**src/rtl/vga_timing_gen.sv**
```systemverilog
// Parametrised raster timing generator: x/y counters with registered sync, blanking,
// marker and frame-count outputs, all decoded from the next-state position.
module vga_timing_gen #(
  parameter int unsigned H_ACTIVE = 640,
  parameter int unsigned H_FP     = 16,
  parameter int unsigned H_SYNC   = 96,
  parameter int unsigned H_BP     = 48,
  parameter int unsigned V_ACTIVE = 480,
  parameter int unsigned V_FP     = 10,
  parameter int unsigned V_SYNC   = 2,
  parameter int unsigned V_BP     = 33,
  parameter bit          HS_POL   = 1'b0,
  parameter bit          VS_POL   = 1'b0,
  parameter int unsigned FW       = 8,
  // Derived values; leave at their defaults.
  parameter int unsigned H_TOTAL  = H_ACTIVE + H_FP + H_SYNC + H_BP,
  parameter int unsigned V_TOTAL  = V_ACTIVE + V_FP + V_SYNC + V_BP,
  parameter int unsigned XW       = (H_TOTAL > 1) ? $clog2(H_TOTAL) : 1,
  parameter int unsigned YW       = (V_TOTAL > 1) ? $clog2(V_TOTAL) : 1
) (
  input  logic          clk,
  input  logic          rst_n,
  input  logic          ce_i,
  output logic [XW-1:0] x_o,
  output logic [YW-1:0] y_o,
  output logic          hsync_o,
  output logic          vsync_o,
  output logic          active_o,
  output logic          hblank_o,
  output logic          vblank_o,
  output logic          line_start_o,
  output logic          frame_start_o,
  output logic          vblank_start_o,
  output logic [FW-1:0] frame_count_o
);

  localparam int unsigned HsStart = H_ACTIVE + H_FP;
  localparam int unsigned HsEnd   = HsStart + H_SYNC;
  localparam int unsigned VsStart = V_ACTIVE + V_FP;
  localparam int unsigned VsEnd   = VsStart + V_SYNC;
  localparam logic [XW-1:0] XMax  = XW'(H_TOTAL - 1);
  localparam logic [YW-1:0] YMax  = YW'(V_TOTAL - 1);

  if (H_ACTIVE < 1 || H_SYNC < 1 || V_ACTIVE < 1 || V_SYNC < 1 || FW < 1) begin : g_bad_params
    $error("vga_timing_gen: illegal parameter set");
  end

  logic [XW-1:0] x_q, x_d;
  logic [YW-1:0] y_q, y_d;
  logic [FW-1:0] fc_q, fc_d;
  logic hsync_q, hsync_d, vsync_q, vsync_d;
  logic active_q, active_d, hblank_q, hblank_d, vblank_q, vblank_d;
  logic line_start_q, line_start_d, frame_start_q, frame_start_d;
  logic vblank_start_q, vblank_start_d;

  logic h_vis, v_vis, hs_on, vs_on;

  // Reset is folded into the next-state position so the flags decode (0,0) on that edge.
  always_comb begin
    x_d  = x_q;
    y_d  = y_q;
    fc_d = fc_q;
    if (!rst_n) begin
      x_d  = '0;
      y_d  = '0;
      fc_d = '0;
    end else if (ce_i) begin
      if (x_q == XMax) begin
        x_d = '0;
        if (y_q == YMax) begin
          y_d  = '0;
          fc_d = fc_q + FW'(1);
        end else begin
          y_d = y_q + YW'(1);
        end
      end else begin
        x_d = x_q + XW'(1);
      end
    end
  end

  always_comb begin
    h_vis          = 32'(x_d) < H_ACTIVE;
    v_vis          = 32'(y_d) < V_ACTIVE;
    hs_on          = (32'(x_d) >= HsStart) && (32'(x_d) < HsEnd);
    vs_on          = (32'(y_d) >= VsStart) && (32'(y_d) < VsEnd);
    hsync_d        = hs_on ? HS_POL : ~HS_POL;
    vsync_d        = vs_on ? VS_POL : ~VS_POL;
    active_d       = h_vis && v_vis;
    hblank_d       = !h_vis;
    vblank_d       = !v_vis;
    line_start_d   = (x_d == '0);
    frame_start_d  = (x_d == '0) && (y_d == '0);
    vblank_start_d = (x_d == '0) && (32'(y_d) == V_ACTIVE);
  end

  always_ff @(posedge clk) begin
    x_q            <= x_d;
    y_q            <= y_d;
    fc_q           <= fc_d;
    hsync_q        <= hsync_d;
    vsync_q        <= vsync_d;
    active_q       <= active_d;
    hblank_q       <= hblank_d;
    vblank_q       <= vblank_d;
    line_start_q   <= line_start_d;
    frame_start_q  <= frame_start_d;
    vblank_start_q <= vblank_start_d;
  end

  assign x_o            = x_q;
  assign y_o            = y_q;
  assign frame_count_o  = fc_q;
  assign hsync_o        = hsync_q;
  assign vsync_o        = vsync_q;
  assign active_o       = active_q;
  assign hblank_o       = hblank_q;
  assign vblank_o       = vblank_q;
  assign line_start_o   = line_start_q;
  assign frame_start_o  = frame_start_q;
  assign vblank_start_o = vblank_start_q;

endmodule

```
**config.mk**
```make
export PLATFORM = sky130hd
export DESIGN_NAME = vga_timing_gen
export DESIGN_NICKNAME = d
export VERILOG_FILES = /design/src/rtl/vga_timing_gen.sv
export SDC_FILE = /design/constraint.sdc
export NUM_CORES = 1
export LEC_CHECK = 0
export CAP_MARGIN = 20
export CELL_PAD_IN_SITES_DETAIL_PLACEMENT = 1
export CELL_PAD_IN_SITES_GLOBAL_PLACEMENT = 1
export CORE_AREA = 2 2 93 77
export CTS_CLUSTER_SIZE = 40
export DETAILED_ROUTE_END_ITERATION = 8
export DIE_AREA = 0 0 95 79
export PLACE_DENSITY_LB_ADDON = 0.1
export SLEW_MARGIN = 30
export SYNTH_ARGS = -nofsm -noshare
export SYNTH_HDL_FRONTEND = slang
export SYNTH_SLANG_ARGS = --single-unit
export TNS_END_PERCENT = 30
```
**constraint.sdc**
```tcl
create_clock -name clk -period 5 [get_ports clk]
set_input_delay 1 -clock clk [delete_from_list [all_inputs] [get_ports clk]]
set_output_delay 1 -clock clk [all_outputs]
set_load 0.1 [all_outputs]
```
==> metrics.txt, run 1 <==
routability cong.=approximately 0.72; Post-Syn Area=1775 µm²; maximum number of pins on one net before global-route repair=21; Hold Fails Final Rpt=0; CP max FO=12; worst-margin pin slew=slightly below 1 ns; Routed WL per cell=13.94 µm; outcome=finished clean; GRT Resource Usage Total=0.1340; Required @ worst endpoint=between 5 and 6 ns; first-pass GRT wire length=around 7.9 mm; post-CTS sizing=0; RSZ-0062 raised after global routing=no; ys flop type=dfxtp_1; Root Driver=clkbuf_8; f_max=~280 MHz; worst vdd ir=82.24 µV; filler instances=a little under 800; top-count cell post-synth=dfxtp_1; setup TNS=0 ns; Layout area overhead=32.06%; TritonCTS buffer count=5; die width=roughly 95 µm; minimum clock period=~3.6 ns; grt ovf=0; Syn Nets=210; Core Rows=27; Detail Route Antenna Nets=0; multi-input logic area=~1000 µm²; Initial Utilization=0.2668; chip height=roughly 79 µm; Commonest cells post-synth=dfxtp_1, nand2_1, nor2_1; fraction of registers with async set/reset=0; syn avg cell area=8.746 µm²; fin. max-slew vios=0; leading area contributor after synthesis=dfxtp_1; clk buf depth=2; DRT iter0 DRCs=78; Cell Count, Final, Fillers Out=approximately 330; cts-stage hold buffer count=0; initial antenna violation count=0; vias=1608; critical path type=input port to register; core area=~6700 µm²; Netlist cell types=44; Post-synth EDFFs=0; CTS sink cnt=36; Critical Path Sink Type=register; CP arrival=3.71 ns; max cap viols=0; P_leak=0.8009 nW; Setup Viol. Count Final=0; # diodes=0; DIE AREA=between 7000 and 8000 µm²; nets=250; Clock Pin Slew Worst Setup and Hold Paths=0.08 ns; Register Area=between 700 and 800 µm²; H-Tree Depth=2; worst-skew pair later-pin latency=between 0.2 and 0.3 ns; layout cells sized above 1=0.07377; DRT Pass-1 Iters=4; dpl cells=around 320; routed wire length=between 4 and 5 mm; Setup Skew=approximately 0.0059 ns; post-synth top area share=0.4059; Post-Syn Instances=203; vias in the first global route=between 1.5k and 2k; Worst Hold Class=register to register; Area contributors post-synth=dfxtp_1, xnor2_1, xor2_1, nand2_1, nor2_1; pwr/cell area=approximately 230 nW/µm²; via/cell ratio=4.858; register area share after synthesis=0.4059; Ys Warns=0; DRC violations left=0; Synth Register Bits=36; fin crit share=0.7113; DP HPWL=approximately 3.4 mm; Startpoint Class=input port; Setup Fix Bufs, Post-CTS=0; IO Pins=39; CTS tree=built; Relative slew margins=0.3489; PortBufs=38
==> area by class of cell <==
class | count | area share
Multi-Input combinational cell | 156 | 0.4338
Sequential cell | 36 | 0.3074
Timing Repair Buffer | 40 | 0.1686
Tap cell | 87 | 0.04642
Clock buffer | 5 | 0.02935
Clock inverter | 3 | 0.008004
Inverter | 4 | 0.006403
==> cell families (layout without fill, tap and decap cells) <==
kind of cell             count (synthesis)  after routing  share of synthesized area
AO/OA/AOI/OAI                           25             25                    0.09585
XOR/XNOR                                21             21                     0.1036
adder cells (fa/ha/maj)                  4              4                    0.02819
buffers and inverters                   11             52                    0.02466
flip-flops                              36             36                     0.4059
multiplexers                             1              1                   0.005638
AND/OR/NAND/NOR                        105            105                     0.3362
==> where the power goes <==
part	total (mW)	internal, mW	switching, mW
Combinational	0.0420	0.0115	0.0305
Clock	0.205	0.0971	0.108
Sequential	0.292	0.289	0.00312
Total	0.539	0.398	0.141
==> worst max-delay path, stage by stage <==
cell             delay [ns]
clkdlybuf4s50_1        0.68
nand2_1                0.21
or4_1                  0.66
or3_1                  0.41
a21oi_2                0.17
nand3_1                0.09
or4b_1                 0.48
==> worst paths after layout <==
path / start / to / slack [ns] / cells after the start
worst max register to register: x_o[0] / vsync_o / 2.09 / 7
worst max-delay path: ce_i / vsync_o / 1.44 / 7
worst min-delay path: frame_count_o[1] / frame_count_o[1] / 0.56 / 2
worst min register to register: frame_count_o[1] / frame_count_o[1] / 0.56 / 2
==> layout by cell type, fill, tap and decap left out, drive strengths merged, types with 2 or more instances in the layout <==
cell | netlist | routed
a211oi | 2 | 2
a21boi | 4 | 4
a21oi | 4 | 4
and2 | 9 | 9
and3 | 4 | 4
and4 | 3 | 3
buf | 2 | 2
clkbuf | 5 | 5
clkdlybuf4s50 | 0 | 38
clkinv | 0 | 3
dfxtp | 36 | 36
ha | 4 | 4
inv | 4 | 4
nand2 | 20 | 20
nand2b | 2 | 2
nand3 | 12 | 12
nand3b | 2 | 2
nand4 | 5 | 5
nor2 | 19 | 19
nor2b | 4 | 4
nor3 | 8 | 8
nor4 | 4 | 4
o21ai | 7 | 7
o311ai | 2 | 2
or3 | 4 | 4
or4b | 4 | 4
xnor2 | 11 | 11
xor2 | 10 | 10
==> routing by layer <==
metal  vias up  part of all wire  routed length (µm)  GRT usage
li1        795                 -                   -          -
met1       784              0.52                2418     0.1857
met2        25              0.44                2008     0.2106
met3         4             0.034                 155    0.03510
met4         0            0.0072                  33    0.02609
met5         -                 0                   0          0
==> through the flow <==
step                total power [mW]  setup slack [ns]  hold WS, ns  cell area [µm²]  utilization
global placement              0.3418             1.203       0.5325             2251       0.3382
global route                  0.5675             1.295       0.6127             2345       0.3523
CTS                           0.5488             1.427       0.5555             2338       0.3514
detailed placement            0.3417             1.125       0.5428             2251       0.3382
floorplan                     0.3301             1.613       0.9613             1775            -
finish                        0.5389             1.443       0.5564             2345       0.3523
==> flip-flops by register name (all words and copies together) (netlist names) <==
signal / flops
active_o: 1
vblank_start_o: 1
hblank_o: 1
vblank_o: 1
vsync_o: 1
y_o: 10
line_start_o: 1
frame_start_o: 1
x_o: 10
hsync_o: 1
frame_count_o: 8
(Power assumes the default switching activity.)
==> inputs of run 2 (changes only) <==
==> constraint.sdc (replaced) <==
create_clock -name clk -period 3.3 [get_ports clk]
set_input_delay 0.66 -clock clk [delete_from_list [all_inputs] [get_ports clk]]
set_output_delay 0.66 -clock clk [all_outputs]
set_load 0.1 [all_outputs]
==> metrics.txt, run 2 (synthesis gave the netlist of run 1 again) <==
DRT Pass-1 Iters=4 (unchanged); CTS sink cnt=36 (unchanged); final instance area=2346 µm² (about the same); worst vdd ir=167.0 µV (+100%); # diodes=0 (unchanged); PortBufs=38 (unchanged); vias in the first global route=1543 (-3.0%); Worst path max stage delay=0.54 ns (-0.14 ns); commonest non-fill, non-tap cell in the layout=buf_4; fin. max-slew vios=0 (unchanged); post-CTS sizing=0 (unchanged); Startpoint Class=input port; vias=1598 (-0.62%); Post-Place Cell Area=2235 µm² (-0.72%); routability cong.=0.7393 (+3.1%); Initial Utilization=0.2668 (unchanged); grt ovf=0 (unchanged); minimum clock period=approximately 2.8 ns; DP HPWL=3.566 mm (+3.8%); Detail Route Antenna Nets=0 (unchanged); IO Pins=39 (unchanged); Worst Reg-to-Reg Cells=6 (-1); P_leak=0.9122 nW (+14%); f_max=between 300 and 400 MHz; Worst Hold Depth=2 (unchanged); Setup Skew=0.007222 ns (+0.001362 ns); chip height=79 µm (unchanged); WHS Endpoint=frame_count_o[5]; cts-stage hold buffer count=0 (unchanged); nets=259 (+3.6%); Critical Path Sink Type=register; outcome=finished clean; commonest cells after routing, fill and taps aside=buf_4, dfxtp_1, nand2_1, nor2_1, nand3_1; r2r setup slk=0.56 ns (-1.53 ns); layout cells sized above 1=0.2648 (+0.1911); GRT Resource Usage Total=0.1322 (-0.001746); maximum number of pins on one net before global-route repair=20 (-4.8%); initial antenna violation count=0 (unchanged); Slowest-stage cell, CP=or4b_4; Worst R2R End=vsync_o; hold_ws=0.5452 ns (-0.01117 ns); fin crit share=0.8600; fin util=0.3525 (about the same); routed wire length=4.719 mm (+2.3%); Buf/Inv on CP=1 (unchanged); first-pass GRT wire length=7.679 mm (-3.2%); Layout area overhead=32.14% (about the same); Routed WL per cell=13.88 µm (-0.43%); Setup Fix Bufs, Post-CTS=0 (unchanged); multi-input logic area=1011 µm² (-0.62%); worst-skew pair later-pin latency=0.28 ns (about the same); core area=6655 µm² (unchanged); RSZ-0062 raised after global routing=no; Largest delay share family, worst path=simple AND/OR/NAND/NOR gates; CP arrival=3.00 ns (-0.71 ns); CP max FO=6 (-6); critical path type=input port to register; H-Tree Depth=2 (unchanged); Register Area=726.9 µm² (+0.87%); Core Rows=27 (unchanged); Setup Viol. Count Final=0 (unchanged); via/cell ratio=4.700 (-3.3%); setup TNS=0 ns (unchanged); TritonCTS buffer count=5 (unchanged); Worst Hold Class=register to register; reg2reg start=x_o[5]; DRC violations left=0 (unchanged); Relative slew margins=0.7167 (+0.3679); Hold Fails Final Rpt=0 (unchanged); Worst Hold Launch=frame_count_o[5]; DIE AREA=7505 µm² (unchanged); pwr/cell area=381.8 nW/µm² (+66%); Clock Pin Slew Worst Setup and Hold Paths=0.08 ns (about the same); filler instances=782 (-0.13%); max cap viols=0 (unchanged); CP cell instances=clkdlybuf4s50_1 -> nand4_1 -> nor4_4 -> nand3_1 -> xor2_1 -> or4b_4 -> or4b_1; worst-margin pin slew=0.4196 ns (-0.5541 ns); Root Driver=clkbuf_8; Required @ worst endpoint=3.47 ns (-1.69 ns); die width=95 µm (unchanged); DRT iter0 DRCs=59 (-24%); clk buf depth=2 (unchanged); CTS tree=built
==> run 2: cell types whose count changed in the layout (fill, tap and decap cells not counted) <==
cell,change
buf_4,+45
bufinv_16,+1
clkdlybuf4s50_1,-36
clkinv_2,-1
clkinv_4,-1
clkinvlp_4,+1
dfxtp_1,-5
dfxtp_2,+5
nor4b_1,+1
nor4b_2,-1
==> run 2: per-stage QoR <==
stage	power, mW	worst slack (ns)	std cells
after detailed placement	0.5192	0.1508	332
after CTS	0.9166	0.4654	340
after floorplan	0.5005	0.09464	203
after global placement	0.5195	0.1745	332
final	0.8957	0.4619	340
after global routing	0.9358	0.3807	340
==> run 2: routing by layer <==
metal | vias up | share of wire | track usage
met5 | - | 0 | 0
met4 | 0 | 0.0055 | 0.03043
met3 | 2 | 0.040 | 0.03416
met2 | 24 | 0.45 | 0.2014
met1 | 757 | 0.51 | 0.1866
li1 | 815 | - | -
==> run 2: worst register-to-register path, cell delays in order, from the launching register on <==
cell and delay [ns]:
dfxtp_1 0.40, or3_4 0.46, nor4_4 0.41, nand3_1 0.15, xor2_1 0.18, or4b_4 0.54
or4b_1 0.50
==> run 2: how the worst max path moves through the flow <==
stage          startpoint  endpoint  slack, ns  cells after the start
6_report             ce_i   vsync_o       0.46                      7
5_1_grt              ce_i   vsync_o       0.38                      7
4_1_cts              ce_i   vsync_o       0.47                      7
3_5_place_dp         ce_i   vsync_o       0.15                      7
3_3_place_gp         ce_i   vsync_o       0.17                      7
2_1_floorplan      x_o[8]   vsync_o       0.09                      6
==> run 2: area by class of cell <==
cell class	instances	share of cell area
clock inverter	3	0.01813
clock buffer	5	0.02933
multi-input combinational	156	0.4309
timing repair buffer	49	0.1589
inverter	4	0.006400
sequential	36	0.3099
tap	87	0.04640
==> run 2: report_power, final <==
group / total [mW] / switching [mW] / internal (mW)
Clock: 0.387 / 0.164 / 0.224
Combinational: 0.0648 / 0.0473 / 0.0175
Sequential: 0.443 / 0.00493 / 0.439
